File: src/rtl/uart_rx_byte.sv
// uart_rx_byte: 8N1 UART receiver, LSB first, with 3-sample majority voting,
// start-glitch rejection, a valid/ack hold register and framing/overrun pulses.
module uart_rx_byte #(
  parameter int CLK_FREQ   = 7_372_800,
  parameter int BAUD_RATE  = 115_200,
  parameter int OVERSAMPLE = 16
) (
  input  logic       clk,
  input  logic       reset,
  input  logic       rx_in,
  input  logic       rx_ack,
  output logic [7:0] rx_data,
  output logic       rx_valid,
  output logic       rx_busy,
  output logic       frame_err,
  output logic       overrun_err
);

  localparam int TICK_DIV = CLK_FREQ / (BAUD_RATE * OVERSAMPLE);
  localparam int TW       = (TICK_DIV > 1) ? $clog2(TICK_DIV) : 1;
  localparam int SW       = $clog2(OVERSAMPLE);

  localparam logic [TW-1:0] T_LAST = TW'(TICK_DIV - 1);
  localparam logic [SW-1:0] S_LAST = SW'(OVERSAMPLE - 1);
  // A sample is taken on the tick that moves scnt onto OS/2-1, OS/2, OS/2+1,
  // so those three samples straddle the bit centre.
  localparam logic [SW-1:0] S_A    = SW'(OVERSAMPLE / 2 - 2);
  localparam logic [SW-1:0] S_B    = SW'(OVERSAMPLE / 2 - 1);
  localparam logic [SW-1:0] S_DEC  = SW'(OVERSAMPLE / 2);

  typedef enum logic [1:0] {IDLE, START, DATA, STOP} state_t;

  state_t          state, state_next;
  logic            rx_meta, rx_s;
  logic [1:0]      fill;
  logic            armed;
  logic [TW-1:0]   tcnt;
  logic [SW-1:0]   scnt;
  logic            maj_a, maj_b, maj;
  logic [7:0]      shreg;
  logic [2:0]      bcnt;
  logic            tick, decide, wrap;
  logic            enter, shift_en, stop_ok, stop_bad;

  assign tick    = (tcnt == T_LAST);
  assign decide  = tick && (scnt == S_DEC);
  assign wrap    = tick && (scnt == S_LAST);
  assign maj     = (maj_a & maj_b) | (maj_a & rx_s) | (maj_b & rx_s);
  assign rx_busy = (state != IDLE);

  // Two-flop synchroniser for the asynchronous serial line.
  always_ff @(posedge clk or posedge reset) begin
    if (reset) begin
      rx_meta <= 1'b1;
      rx_s    <= 1'b1;
    end else begin
      rx_meta <= rx_in;
      rx_s    <= rx_meta;
    end
  end

  // Start-arm flag: set only once the synchroniser holds real line data at 1,
  // cleared by a framing error so a held break cannot retrigger a start.
  always_ff @(posedge clk or posedge reset) begin
    if (reset) begin
      fill  <= '0;
      armed <= 1'b0;
    end else begin
      fill <= {fill[0], 1'b1};
      if (stop_bad)
        armed <= 1'b0;
      else if (fill[1] && rx_s)
        armed <= 1'b1;
    end
  end

  // Tick divider and oversample counter, both realigned on start detection.
  always_ff @(posedge clk or posedge reset) begin
    if (reset) begin
      tcnt <= '0;
      scnt <= '0;
    end else if (enter) begin
      tcnt <= '0;
      scnt <= '0;
    end else if (tick) begin
      tcnt <= '0;
      scnt <= (scnt == S_LAST) ? '0 : scnt + SW'(1);
    end else begin
      tcnt <= tcnt + TW'(1);
    end
  end

  // Sample capture, data shift register and data-bit counter.
  always_ff @(posedge clk or posedge reset) begin
    if (reset) begin
      maj_a <= 1'b1;
      maj_b <= 1'b1;
      shreg <= '0;
      bcnt  <= '0;
    end else begin
      if (tick && scnt == S_A) maj_a <= rx_s;
      if (tick && scnt == S_B) maj_b <= rx_s;
      if (shift_en) shreg <= {maj, shreg[7:1]};
      if (enter)
        bcnt <= '0;
      else if (state == DATA && wrap)
        bcnt <= bcnt + 3'd1;
    end
  end

  // FSM state register.
  always_ff @(posedge clk or posedge reset) begin
    if (reset) state <= IDLE;
    else       state <= state_next;
  end

  // FSM next-state and control strobes.
  always_comb begin
    state_next = state;
    enter      = 1'b0;
    shift_en   = 1'b0;
    stop_ok    = 1'b0;
    stop_bad   = 1'b0;
    case (state)
      IDLE: begin
        if (armed && !rx_s) begin
          state_next = START;
          enter      = 1'b1;
        end
      end
      START: begin
        if (decide && maj)
          state_next = IDLE;
        else if (wrap)
          state_next = DATA;
      end
      DATA: begin
        if (decide) shift_en = 1'b1;
        if (wrap && bcnt == 3'd7) state_next = STOP;
      end
      STOP: begin
        if (decide) begin
          state_next = IDLE;
          stop_ok    = maj;
          stop_bad   = !maj;
        end
      end
      default: state_next = IDLE;
    endcase
  end

  // Hold register, handshake and one-clock error pulses. An ack coinciding
  // with a capture frees the register for the new byte, so no overrun.
  always_ff @(posedge clk or posedge reset) begin
    if (reset) begin
      rx_data     <= '0;
      rx_valid    <= 1'b0;
      frame_err   <= 1'b0;
      overrun_err <= 1'b0;
    end else begin
      frame_err   <= stop_bad;
      overrun_err <= stop_ok && rx_valid && !rx_ack;
      if (stop_ok && (!rx_valid || rx_ack)) begin
        rx_data  <= shreg;
        rx_valid <= 1'b1;
      end else if (rx_valid && rx_ack) begin
        rx_valid <= 1'b0;
      end
    end
  end

endmodule

File: config.mk
export PLATFORM = sky130hd
export DESIGN_NAME = uart_rx_byte
export DESIGN_NICKNAME = d
export VERILOG_FILES = /design/src/rtl/uart_rx_byte.sv
export SDC_FILE = /design/constraint.sdc
export NUM_CORES = 1
export LEC_CHECK = 0
export CORE_UTILIZATION = 50
export CTS_CLUSTER_SIZE = 16
export DETAILED_ROUTE_END_ITERATION = 10
export PLACE_DENSITY = 0.78
export SKIP_CTS_REPAIR_TIMING = 1
export SLEW_MARGIN = 20
export SYNTH_ARGS = -nofsm -noshare
export SYNTH_HDL_FRONTEND = slang
export SYNTH_SLANG_ARGS = --single-unit
File: constraint.sdc
create_clock -name clk -period 1.8 [get_ports clk]
set_input_delay 0.27 -clock clk [delete_from_list [all_inputs] [get_ports clk]]
set_output_delay 0.27 -clock clk [all_outputs]
set_load 0.01 [all_outputs]
* Word level (Yosys, flattened, before mapping)
Cells that the tools add are included.
Word-level totals: bits in registers 37, input bits 4, output and inout bits 12, word-level logic and storage cells 86
Operators by class: $add $sub $neg 3, eq/ne operators 13, multiplexer cells 25, bitwise gates (word level) 5, reduce and logical (&&, ||, !) cells 25
Operators by type and width (number):
- $mux 2 | 7
- $logic_and 1x1->1 | 13
- $mux 1 | 12
- $mux 4 | 3
- $reduce_bool 2->1 | 5
- $eq 4x3->1 const B | 2
- $eq 4x4->1 const B | 2
- $pmux 2 s4 | 1
- $eq 2x2->1 const B | 3
- $mux 3 | 2
- $add 4x1->4 const B | 1
- $logic_not 1->1 | 4
- $ne 2x2->1 const B | 2
- $reduce_and 4->1 | 1
- $add 3x1->3 const B | 1
- $and 1x1->1 | 3
- $eq 3x3->1 const B | 1
- $ne 3x3->1 const B | 1
- $add 2x1->2 const B | 1
- $eq 2x1->1 const B | 1
- $logic_not 2->1 | 1
- $ne 2x1->1 const B | 1
- $or 1x1->1 | 2
- $logic_or 1x1->1 | 1

* Longest topological paths before layout
depth in word-level cells 7, mapped depth 5

* Worst setup path before layout
Ideal clock, no wire load.
kind register to register, from reg tcnt[0], to reg shreg[0], arrival 1.416 ns, required time 1.675 ns, path slack 0.259 ns, stages on the path, launching flop included 6, period minus slack after synthesis 1.541 ns, cell sequence dfrtp_1 -> ha_1 -> buf_2 -> nand2_1 -> nor3_4 -> mux2_2
Between the ends: longest elaborated chain between the ends 4
Ends and longest elaborated chain:
- start, declared | RTL line 37 | logic [TW-1:0] tcnt;
- start signal, assigned | RTL line 89 | tcnt <= tcnt + TW'(1);
- $eq 2x2->1 | RTL line 45 | assign tick = (tcnt == T_LAST);
- $logic_and 1x1->1 | RTL line 46 | assign decide = tick && (scnt == S_DEC);
- $mux 1 | RTL line 138 | if (decide) shift_en = 1'b1;
- $mux 1 | RTL line 124 | case (state)
- end signal, assigned | RTL line 103 | if (shift_en) shreg <= {maj, shreg[7:1]};
- end, declared | RTL line 40 | logic [7:0] shreg;
Every way passes these cells. A chain may end at the register's enable or synchronous reset.

* Worst setup path after layout
from reg scnt[0], to reg shreg[6]
Between the ends: longest elaborated chain between the ends 4
Ends and longest elaborated chain:
- start, declared | RTL line 38 | logic [SW-1:0] scnt;
- start signal, assigned | RTL line 87 | scnt <= (scnt == S_LAST) ? '0 : scnt + SW'(1);
- $eq 4x4->1 | RTL line 46
- $logic_and 1x1->1 | RTL line 46
- $mux 1 | RTL line 138
- $mux 1 | RTL line 124
Every way passes these cells.

==> run metrics <==
fin. max-slew vios 0; routed vias 999; Root Driver clkbuf_4; Cells after Synth 123; post-DP HPWL 1860 um; Hold Slack 0.324 ns; final setup fails 0; Clock Tree Buf Depth 2; Achievable Freq 0.587 GHz; min cycle time layout 1.70 ns; Remaining DRCs 0; Clock Latency Late Sink 0.33 ns; antenna-violating nets left 0; FP Rows 20; setup TNS 0 ns; CTS tree yes; CORE AREA 3050 um^2; total wire length 2620 um; Max FO, Critical Path 8; final RePlAce weighted congestion 0.818; Initial DRC Count 17; CP Cell Sequence inv_1 -> ha_1 -> nand2_1 -> nor3_4 -> mux2_2; final hold vios 0; CP max stage cell dfrtp_1; HP Class in2async; CP Buf/Inv Count 1; die height 58.6 um; synthesized area 1600 um^2; Syn Nets 133; RSZ-0062 raised after global routing false; Final Cycle Share 0.946; die width 58.6 um; share of post-route cells with drive strength above 1 0.286; Comb power frac 0.239; final std cells w/o fill 191; clk slew on worst S/H paths 0.11 ns; post-synthesis sequential area ratio 0.582; PD cells 1140 nW/um^2; Leak 0.912 nW; vias in the first global route 998; status finished clean; overall routing resource usage 0.183; Crit. End Element flop; initial antenna violation count 0; # clock sinks 37; CP delay by family, top simple AND/OR/NAND/NOR gates; wire per inst 13.7 um; Worst EP required 2.02 ns; Via density 5.23; synthesized area per cell 13.0 um^2; clock skew 0.0117 ns; Clock power frac 0.274; placed insts 183; drt pass-1 iters 4; H-tree levels 2; DIE AREA 3430 um^2; max incr delay on CP 0.44 ns; IO Port Bufs 15; Nets 156; fraction of power consumed by sequential logic 0.487; number of warnings issued by yosys 0; synthesized flop and latch total 37; Net Sw Frac 0.299; io pins 16; Psw 0.000649 W; P&R area growth vs syn 18.9%; maximum vdd drop 578 uV; largest net degree at the start of global routing 38; Worst Setup Path Type reg2reg; critical path arrival 1.92 ns; Netlist cell types 35; Max Cap Viol 0; most common cell after layout, fill and taps aside dfrtp_1; grt ovf 0; P_int 0.00153 W; crit start category flop; commonest cells after routing, fill and taps aside dfrtp_1, mux2_2, clkdlybuf4s50_1, nand2_1; Num CTS Buffers 5; initial core utilization 0.524; global-route wire length before repair 4560 um; antenna cells 0
logic make-up after synthesis:
group | count (synthesis) | share of synthesized area
simple gates | 38 | 0.153
flops | 37 | 0.582
mux | 19 | 0.133
compound gates | 14 | 0.0508
fa+ha+maj | 7 | 0.0532
buf+inv | 6 | 0.0203
other cells | 1 | 0.00234
xor+xnor | 1 | 0.00547
final timing paths:
check                             start           to  slack [ns]  cells past startpoint
worst max-delay path            scnt[0]     shreg[6]         0.1                      5
worst min-delay path              reset  overrun_err        0.32                      3
worst max register to register  scnt[0]     shreg[6]         0.1                      5
worst min register to register  rx_meta         rx_s        0.36                      0
max in group asynchronous         reset         rx_s        1.12                      3
min in group clk                  rx_in      rx_meta        0.35                      1
layer usage:
metal / part of all wire / GRT usage
met3: 0.022 / 0.0462
met5: 0 / 0
met1: 0.46 / 0.232
met4: 0.014 / 0.0816
met2: 0.50 / 0.297
cell usage after synthesis:
cell | count | area (um^2)
nor3b_1 | 1 | 7.51
nor3_1 | 3 | 15.0
nor3b_2 | 1 | 12.5
buf_6 | 1 | 11.3
dfstp_2 | 4 | 105
and3b_2 | 2 | 20.0
clkbuf_2 | 1 | 5.00
mux2i_1 | 1 | 10.0
inv_1 | 3 | 11.3
a21oi_1 | 7 | 35.0
and4b_2 | 1 | 11.3
a311oi_1 | 1 | 8.76
xor2_1 | 1 | 8.76
and2_1 | 1 | 6.26
o21ai_0 | 4 | 20.0
nand4_4 | 1 | 21.3
nand2b_1 | 2 | 12.5
ha_1 | 6 | 75.1
nor2b_1 | 1 | 6.26
or2_2 | 1 | 6.26
dfrtp_1 | 33 | 826
nor3_4 | 1 | 16.3
maj3_1 | 1 | 10.0
or3_1 | 1 | 6.26
nor2_1 | 4 | 15.0
and3_2 | 1 | 7.51
nand3b_1 | 1 | 7.51
buf_2 | 1 | 5.00
a21o_1 | 1 | 7.51
o211a_1 | 1 | 10.0
and3b_1 | 1 | 8.76
nand3_1 | 7 | 35.0
mux2_2 | 18 | 203
nand2_1 | 8 | 30.0
conb_1 | 1 | 3.75
worst min-delay path, delay by kind of cell:
family / cells / cell delay, ns
buffers and inverters: 3 / 0.83
per-stage QoR:
stage          instance area [um^2]  utilization  power [W]  worst slack, ns
3_5_place_dp                   1810        0.594    0.00160            0.106
6_report                       1900        0.623    0.00218           0.0974
5_1_grt                        1900        0.623    0.00231         0.000307
4_1_cts                        1900        0.622    0.00219          -0.0924
2_1_floorplan                  1600            -    0.00148            0.259
3_3_place_gp                   1810        0.594    0.00157            0.197
state kept, by name (all words and copies together) (netlist names), named ones only:
signal / flops
overrun_err: 1
armed: 1
rx_meta: 1
maj_b: 1
shreg: 8
state: 1
tcnt: 2
maj_a: 1
scnt: 4
fill: 2
bcnt: 3
rx_data: 8
rx_valid: 1
rx_s: 1
frame_err: 1
power by group through the flow:
stage	sequential (W)	combinational (W)	clock, W
floorplan	0.00103	0.000453	0
global placement	0.00107	0.000503	0
detailed placement	0.00107	0.000527	0
CTS	0.00106	0.000529	0.000602
global route	0.00108	0.000602	0.000635
finish	0.00106	0.000519	0.000597
final cells by class:
cell class	instances	area, um^2
Clock buffer	7	55.1
Clock inverter	1	30.0
Fill cell	253	1150
Inverter	3	11.3
Multi-Input combinational cell	80	637
Sequential cell	37	932
Tap cell	44	55.1
Timing Repair Buffer	19	183
Power figures use the tool's default switching activity.
